--- src/rtl/mem_pkg.sv ---
// ---------------------------------------------------------------------------
// mem_pkg
// Shared definitions for the data-memory access stage:
//   - FSM state encoding used by mem_access
//   - funct3 encodings for loads and stores
//   - default abort limit for a memory access
//   - helpers that decode legality, byte lanes and store-data replication
// ---------------------------------------------------------------------------
package mem_pkg;

  typedef enum logic [1:0] {
    IDLE   = 2'd0,
    ACCESS = 2'd1,
    DONE   = 2'd2
  } state_t;

  // Load encodings
  localparam logic [2:0] LB  = 3'b000;
  localparam logic [2:0] LH  = 3'b001;
  localparam logic [2:0] LW  = 3'b010;
  localparam logic [2:0] LBU = 3'b100;
  localparam logic [2:0] LHU = 3'b101;

  // Store encodings (share values with the signed loads)
  localparam logic [2:0] SB  = 3'b000;
  localparam logic [2:0] SH  = 3'b001;
  localparam logic [2:0] SW  = 3'b010;

  localparam int TIMEOUT_DEFAULT = 255;

  // Returns 1 when the funct3/alignment pair is a legal access. Stores only
  // know SB/SH/SW; loads additionally accept the unsigned variants.
  function automatic logic access_legal(input logic       is_store,
                                        input logic [2:0] funct3,
                                        input logic [1:0] addr);
    logic ok;
    ok = 1'b0;
    case (funct3)
      LB:      ok = 1'b1;                    // also SB
      LH:      ok = !addr[0];                // also SH
      LW:      ok = (addr == 2'b00);         // also SW
      LBU:     ok = !is_store;
      LHU:     ok = !is_store && !addr[0];
      default: ok = 1'b0;
    endcase
    return ok;
  endfunction

  // Byte-lane mask from the access size (funct3[1:0]) and the byte offset.
  function automatic logic [3:0] lane_mask(input logic [1:0] size,
                                           input logic [1:0] addr);
    logic [3:0] mask;
    case (size)
      2'b00:   mask = 4'b0001 << addr;
      2'b01:   mask = 4'b0011 << addr;
      default: mask = 4'b1111;
    endcase
    return mask;
  endfunction

  // Replicate narrow store data across all lanes so the memory can pick
  // whichever lane the byte enables select.
  function automatic logic [31:0] store_data(input logic [1:0]  size,
                                             input logic [31:0] wdata);
    logic [31:0] d;
    case (size)
      2'b00:   d = {4{wdata[7:0]}};
      2'b01:   d = {2{wdata[15:0]}};
      default: d = wdata;
    endcase
    return d;
  endfunction

endpackage

--- src/rtl/mem_access_load_formatter.sv ---
// ---------------------------------------------------------------------------
// load_formatter
// Purely combinational load-result formatting: selects the addressed byte or
// halfword from the read word and sign- or zero-extends it.
// Ports:
//   rdata  [31:0] in  - word returned by the data memory
//   addr   [1:0]  in  - byte offset of the access
//   funct3 [2:0]  in  - load type (LB/LH/LW/LBU/LHU)
//   data   [31:0] out - formatted load result
// ---------------------------------------------------------------------------
module load_formatter
  import mem_pkg::*;
(
  input  logic [31:0] rdata,
  input  logic [1:0]  addr,
  input  logic [2:0]  funct3,
  output logic [31:0] data
);

  logic [7:0]  w_byte;
  logic [15:0] w_half;

  // NOTE: every signal written in always_comb gets a default first so no
  // path can leave it unassigned and infer a latch.
  always_comb begin
    w_byte = rdata[7:0];
    case (addr)
      2'd1:    w_byte = rdata[15:8];
      2'd2:    w_byte = rdata[23:16];
      2'd3:    w_byte = rdata[31:24];
      default: w_byte = rdata[7:0];
    endcase
    // Halfword accesses are 2-byte aligned, so only addr[1] picks the half.
    w_half = addr[1] ? rdata[31:16] : rdata[15:0];
  end

  always_comb begin
    case (funct3)
      LB:      data = {{24{w_byte[7]}}, w_byte};
      LH:      data = {{16{w_half[15]}}, w_half};
      LBU:     data = {24'd0, w_byte};
      LHU:     data = {16'd0, w_half};
      default: data = rdata;
    endcase
  end

endmodule

--- src/rtl/mem_access.sv ---
// ---------------------------------------------------------------------------
// mem_access
// Pipeline MEM stage front end: turns a load/store request from the EX/MEM
// register into a registered data-memory bus transaction, stalls upstream
// while it runs, formats the load result and aborts after TIMEOUT cycles.
// Ports:
//   clock, reset                 in  - clock, synchronous active-high reset
//   MEM_MemRead, MEM_MemWrite    in  - access request (write wins if both)
//   MEM_funct3 [2:0]             in  - access size/sign
//   Address, Writedata [31:0]    in  - byte address, store data
//   dmem_req, dmem_we            out - registered bus request / write enable
//   dmem_addr, dmem_wdata [31:0] out - registered word address / store data
//   dmem_be [3:0]                out - registered byte enables
//   dmem_ready, dmem_rdata       in  - completion strobe, read word
//   Readdata [31:0]              out - registered formatted load result
//   mem_stall                    out - combinational upstream hold
//   mem_fault                    out - combinational illegal/misaligned flag
//   bus_error                    out - registered one-cycle timeout pulse
// ---------------------------------------------------------------------------
module mem_access
  import mem_pkg::*;
#(
  parameter int TIMEOUT = TIMEOUT_DEFAULT
) (
  input  logic        clock,
  input  logic        reset,
  input  logic        MEM_MemRead,
  input  logic        MEM_MemWrite,
  input  logic [2:0]  MEM_funct3,
  input  logic [31:0] Address,
  input  logic [31:0] Writedata,
  output logic        dmem_req,
  output logic        dmem_we,
  output logic [31:0] dmem_addr,
  output logic [31:0] dmem_wdata,
  output logic [3:0]  dmem_be,
  input  logic        dmem_ready,
  input  logic [31:0] dmem_rdata,
  output logic [31:0] Readdata,
  output logic        mem_stall,
  output logic        mem_fault,
  output logic        bus_error
);

  // The counter only has to reach TIMEOUT-1.
  localparam int              CNT_W    = (TIMEOUT > 2) ? $clog2(TIMEOUT) : 1;
  localparam logic [CNT_W-1:0] CNT_LAST = CNT_W'(TIMEOUT - 1);

  state_t             r_state;
  logic               r_req;
  logic               r_we;
  logic [31:0]        r_addr;
  logic [31:0]        r_wdata;
  logic [3:0]         r_be;
  logic [31:0]        r_rdata;
  logic               r_bus_error;
  logic [CNT_W-1:0]   r_cnt;
  logic [1:0]         r_lane;
  logic [2:0]         r_funct3;

  logic               w_request;
  logic               w_legal;
  logic               w_start;
  logic [31:0]        w_load_data;

  assign w_request = MEM_MemRead | MEM_MemWrite;
  // A simultaneous read+write is decoded as a store.
  assign w_legal   = access_legal(MEM_MemWrite, MEM_funct3, Address[1:0]);
  assign w_start   = w_request & w_legal;

  assign mem_fault = w_request & ~w_legal;
  // Upstream must hold from the cycle the request is seen until DONE.
  assign mem_stall = (r_state == ACCESS) | ((r_state == IDLE) & w_start);

  // Lane and type are captured with the request so the formatter does not
  // depend on the upstream register staying frozen.
  load_formatter u_load_formatter (
    .rdata  (dmem_rdata),
    .addr   (r_lane),
    .funct3 (r_funct3),
    .data   (w_load_data)
  );

  // NOTE: sequential state is updated only with non-blocking assignments so
  // every register samples pre-edge values regardless of statement order.
  always_ff @(posedge clock) begin
    if (reset) begin
      r_state     <= IDLE;
      r_req       <= 1'b0;
      r_we        <= 1'b0;
      r_addr      <= '0;
      r_wdata     <= '0;
      r_be        <= '0;
      r_rdata     <= '0;
      r_bus_error <= 1'b0;
      r_cnt       <= '0;
      r_lane      <= '0;
      r_funct3    <= '0;
    end else begin
      r_bus_error <= 1'b0;
      case (r_state)
        IDLE: begin
          if (w_start) begin
            r_req    <= 1'b1;
            r_we     <= MEM_MemWrite;
            r_addr   <= {Address[31:2], 2'b00};
            r_wdata  <= MEM_MemWrite ? store_data(MEM_funct3[1:0], Writedata) : '0;
            r_be     <= lane_mask(MEM_funct3[1:0], Address[1:0]);
            r_lane   <= Address[1:0];
            r_funct3 <= MEM_funct3;
            r_cnt    <= '0;
            r_state  <= ACCESS;
          end
        end
        ACCESS: begin
          if (dmem_ready) begin
            r_req <= 1'b0;
            if (!r_we) begin
              r_rdata <= w_load_data;
            end
            r_state <= DONE;
          end else if (r_cnt == CNT_LAST) begin
            // Abort: release the bus, return a zero result, flag the error.
            r_req       <= 1'b0;
            r_rdata     <= '0;
            r_bus_error <= 1'b1;
            r_state     <= DONE;
          end else begin
            r_cnt <= r_cnt + 1'b1;
          end
        end
        DONE:    r_state <= IDLE;
        default: r_state <= IDLE;
      endcase
    end
  end

  assign dmem_req   = r_req;
  assign dmem_we    = r_we;
  assign dmem_addr  = r_addr;
  assign dmem_wdata = r_wdata;
  assign dmem_be    = r_be;
  assign Readdata   = r_rdata;
  assign bus_error  = r_bus_error;

endmodule

--- config.mk ---
export PLATFORM = sky130hd
export DESIGN_NAME = mem_access
export DESIGN_NICKNAME = d
export VERILOG_FILES = /design/src/rtl/mem_pkg.sv /design/src/rtl/mem_access_load_formatter.sv /design/src/rtl/mem_access.sv
export SDC_FILE = /design/constraint.sdc
export NUM_CORES = 1
export LEC_CHECK = 0
export ABC_CLOCK_PERIOD_IN_PS = 2900
export CORE_MARGIN = 8
export CORE_UTILIZATION = 44
export DETAILED_ROUTE_END_ITERATION = 8
export HOLD_SLACK_MARGIN = 0.1
export PLACE_DENSITY = 0.89
export REMOVE_ABC_BUFFERS = 1
export SETUP_SLACK_MARGIN = 0.3
export SKIP_CTS_REPAIR_TIMING = 1
export SLEW_MARGIN = 20
export SYNTH_ARGS = -nofsm -noshare
export SYNTH_HDL_FRONTEND = slang
export SYNTH_SLANG_ARGS = --single-unit
--- constraint.sdc ---
create_clock -name clock -period 2.9 [get_ports clock]
set_input_delay 0.58 -clock clock [delete_from_list [all_inputs] [get_ports clock]]
set_output_delay 0.58 -clock clock [all_outputs]
set_load 0.01 [all_outputs]
==> flow_summary_export.csv <==
group,metric,value,unit
synthesis,synth.distinct_cells,54,
route,ant_nets,0,
route,dr.pass1.iters,5,
final_layout,drive_gt1_share,10.27,%
sta,slew_violations,0,
synthesis,synthTopCellsByArea,"dfxtp_1 (45%), nand2_1 (8.5%), a21oi_1 (8.5%)",
grt,grt_overflow_total,0,
cts,htreeDepth,4,
synthesis,synth-edff-count,0,
synthesis,synth_common_cells,"nand2_1 (118), dfxtp_1 (116), a21oi_1 (88)",
setup_path,startpoint_type,"input pin",
sta,fin_skew,0.005462,ns
floorplan,core,11470,sq um
sta,hold_viol_final,0,
floorplan,ioPinCount,209,
sta,finalSetupTns,0,ns
sta,tightest_slew,0.7990,ns
place,hpwl,13540,um
synthesis,syn_area_per_cell,8.548,sq um
sta,period_share,87.15,%
sta,setup_viol,0,
cts,clockBufferDepth,2,
synthesis,synthArstFlopShare,0,%
hold_path,min_from,"dmem_wdata[29]",
final_layout,diodes,0,
setup_path,end_kind,"primary output",
status,run_status,"completed",
grt,grt_pass1_vias,5684,
floorplan,fp.dieH,124.7,um
sta,maxSlewHeadroom,46.74,%
place,port_buffers,206,
grt,grt_max_degree,79,
cts,cts-root-buf,"clkbuf_16",
cts,cts_made_buffers,17,
hold_path,hold_class,"flip-flop to flip-flop",
synthesis,synth-seq-cells,116,
route,wire_per_inst,19.86,um
setup_path,reg2regPathDepth,5,
route,drc_errors,0,
synthesis,yosysTopAreaCellShare,44.68,%
setup_path,worst_ep_arrival_time,1.95,ns
cts,clk_pin_slew,0.05,ns
cts,worstSkewPairLatency,0.42,ns
hold_path,min_to,"dmem_wdata[29]",
floorplan,initial_core_util,45.32,%
synthesis,synth_ff_type,"dfxtp_1",
grt,grt_pass1_wl,30370,um
route,viasPerCell,5.786,
setup_path,critPathMaxFanout,2,
hold_path,hold_path_depth,2,
sta,fin_crit,2.527,ns
power,vdd_ir_drop_max,726.1,uV
sta,rsz0062_at_grt,"false",
floorplan,die_w,124.7,um
synthesis,synth_most_common_cell,"nand2_1",
grt,grt_antenna_before_repair,2,
cts,tritoncts,"built",
setup_path,rrSetupSlack,0.90,ns
job,drv_cap,0,
synthesis,synthCells,608,
synthesis,syn_area,5197,sq um
grt,grtUsageTotal,23.83,%
final_layout,final_nets,911,
route,wirelength,19080,um
place,routabilityCongestion,0.9078,
sta,fin_hold_ws,0.4537,ns
cts,clock_sinks,116,
setup_path,rr_startpoint,"r_lane[1]",
route,dr.first_iter.drc_count,524,
power,p_leak,0.002924,uW
synthesis,ys_seq_area_share,44.68,%
floorplan,fp-row-count,39,
final_layout,syn2layout_area_growth,55.80,%
synthesis,yosys_warnings,0,
route,vias,5560,
setup_path,crit_type,"input pin to primary output",
setup_path,r2r_end,"Readdata[0]",
synthesis,yosysTopAreaCell,"dfxtp_1",
setup_path,required,2.32,ns
power,power_density,590.7,nW/um^2
floorplan,die_area,15550,sq um
sta,fmax,395.7,MHz
==> stage by stage <==
step	worst slack (ns)	util (%)	total power, uW	std cells	instance area [sq um]
final	0.3728	70.62	4784	961	8098
after global routing	0.3350	70.62	4935	961	8098
after CTS	-0.4411	70.41	4798	961	8074
after detailed placement	-0.4230	64.58	2457	929	7406
after global placement	-0.4373	64.58	2436	929	7406
after floorplan	-0.7463	-	2009	555	4952
==> cell families after synthesis <==
kind of cell | share of synthesized area, %
other | 0.07215
multiplexers | 7.174
buffers and inverters | 5.152
flip-flops | 44.68
AO/OA/AOI/OAI | 22.15
adder cells (fa/ha/maj) | 0.4814
AND/OR/NAND/NOR | 20.29
==> report_power, final <==
| group | leakage [uW] | internal (uW) | total, uW | switching (uW) |
|---|---|---|---|---|
| logic | 0.00167 | 373 | 716 | 343 |
| registers | 0.000942 | 1670 | 1720 | 54.9 |
| clock network | 0.000310 | 1590 | 2350 | 755 |
| total | 0.00292 | 3630 | 4780 | 1150 |
==> how the worst max path moves through the flow <==
stage,start,endpoint,depth (start not counted)
5_1_grt,MEM_funct3[2],mem_stall,6
2_1_floorplan,MEM_funct3[2],dmem_wdata[24],4
3_5_place_dp,MEM_funct3[2],mem_stall,5
3_3_place_gp,MEM_funct3[0],mem_stall,5
6_report,MEM_funct3[2],mem_stall,6
4_1_cts,MEM_funct3[2],mem_stall,5
==> metal layers <==
metal  vias up  track usage (%)  share of wire, %  wire length, um
li1       2579                -                 -                -
met5         -                0              0.12               22
met1      2642            25.27                38             7191
met3        32            12.47                12             2260
met2       303            40.37                48             9251
met4         4            6.733               1.9              357
==> worst max-delay path, cell delays in order <==
cell and delay, ns:
dlymetal6s2s_1 0.14, buf_4 0.14, a221o_1 0.36, a2111o_2 0.50, nand2_2 0.11, buf_6 0.12
==> state kept, by name (all words and copies together), names as in the netlist <==
register and cells:
r_lane 2, r_state 2, dmem_we 1, Readdata 32, bus_error 1, dmem_wdata 32, r_funct3 3, dmem_req 1
dmem_addr 30, r_cnt 8, dmem_be 4
==> cells in the final DEF (no fill, tap or decap), types with 3 or more instances in the layout <==
master,count
a211o_1,6
a21oi_1,87
a221o_1,17
a32o_1,8
and3b_1,6
buf_4,23
bufinv_16,5
clkbuf_16,17
clkbuf_8,3
clkdlybuf4s50_1,197
clkinvlp_4,5
dfxtp_1,116
dlymetal6s2s_1,7
inv_1,3
mux2_2,16
mux2i_1,17
nand2_1,117
nand2b_1,12
nand3_1,34
nor2_1,11
nor2b_1,4
nor3_1,10
o2111ai_1,8
o21ai_0,19
o2bb2ai_1,7
o31ai_1,3
or3_1,10
==> area by class of cell <==
class / count / area, sq um
sequential: 116 / 2322
multi-input combinational: 434 / 2621
clock buffer: 20 / 466.7
tap: 143 / 178.9
clock inverter: 12 / 201.4
inverter: 5 / 18.77
fill: 790 / 3369
timing repair buffer: 231 / 2288
No activity file was read; power rests on OpenSTA's default activity.
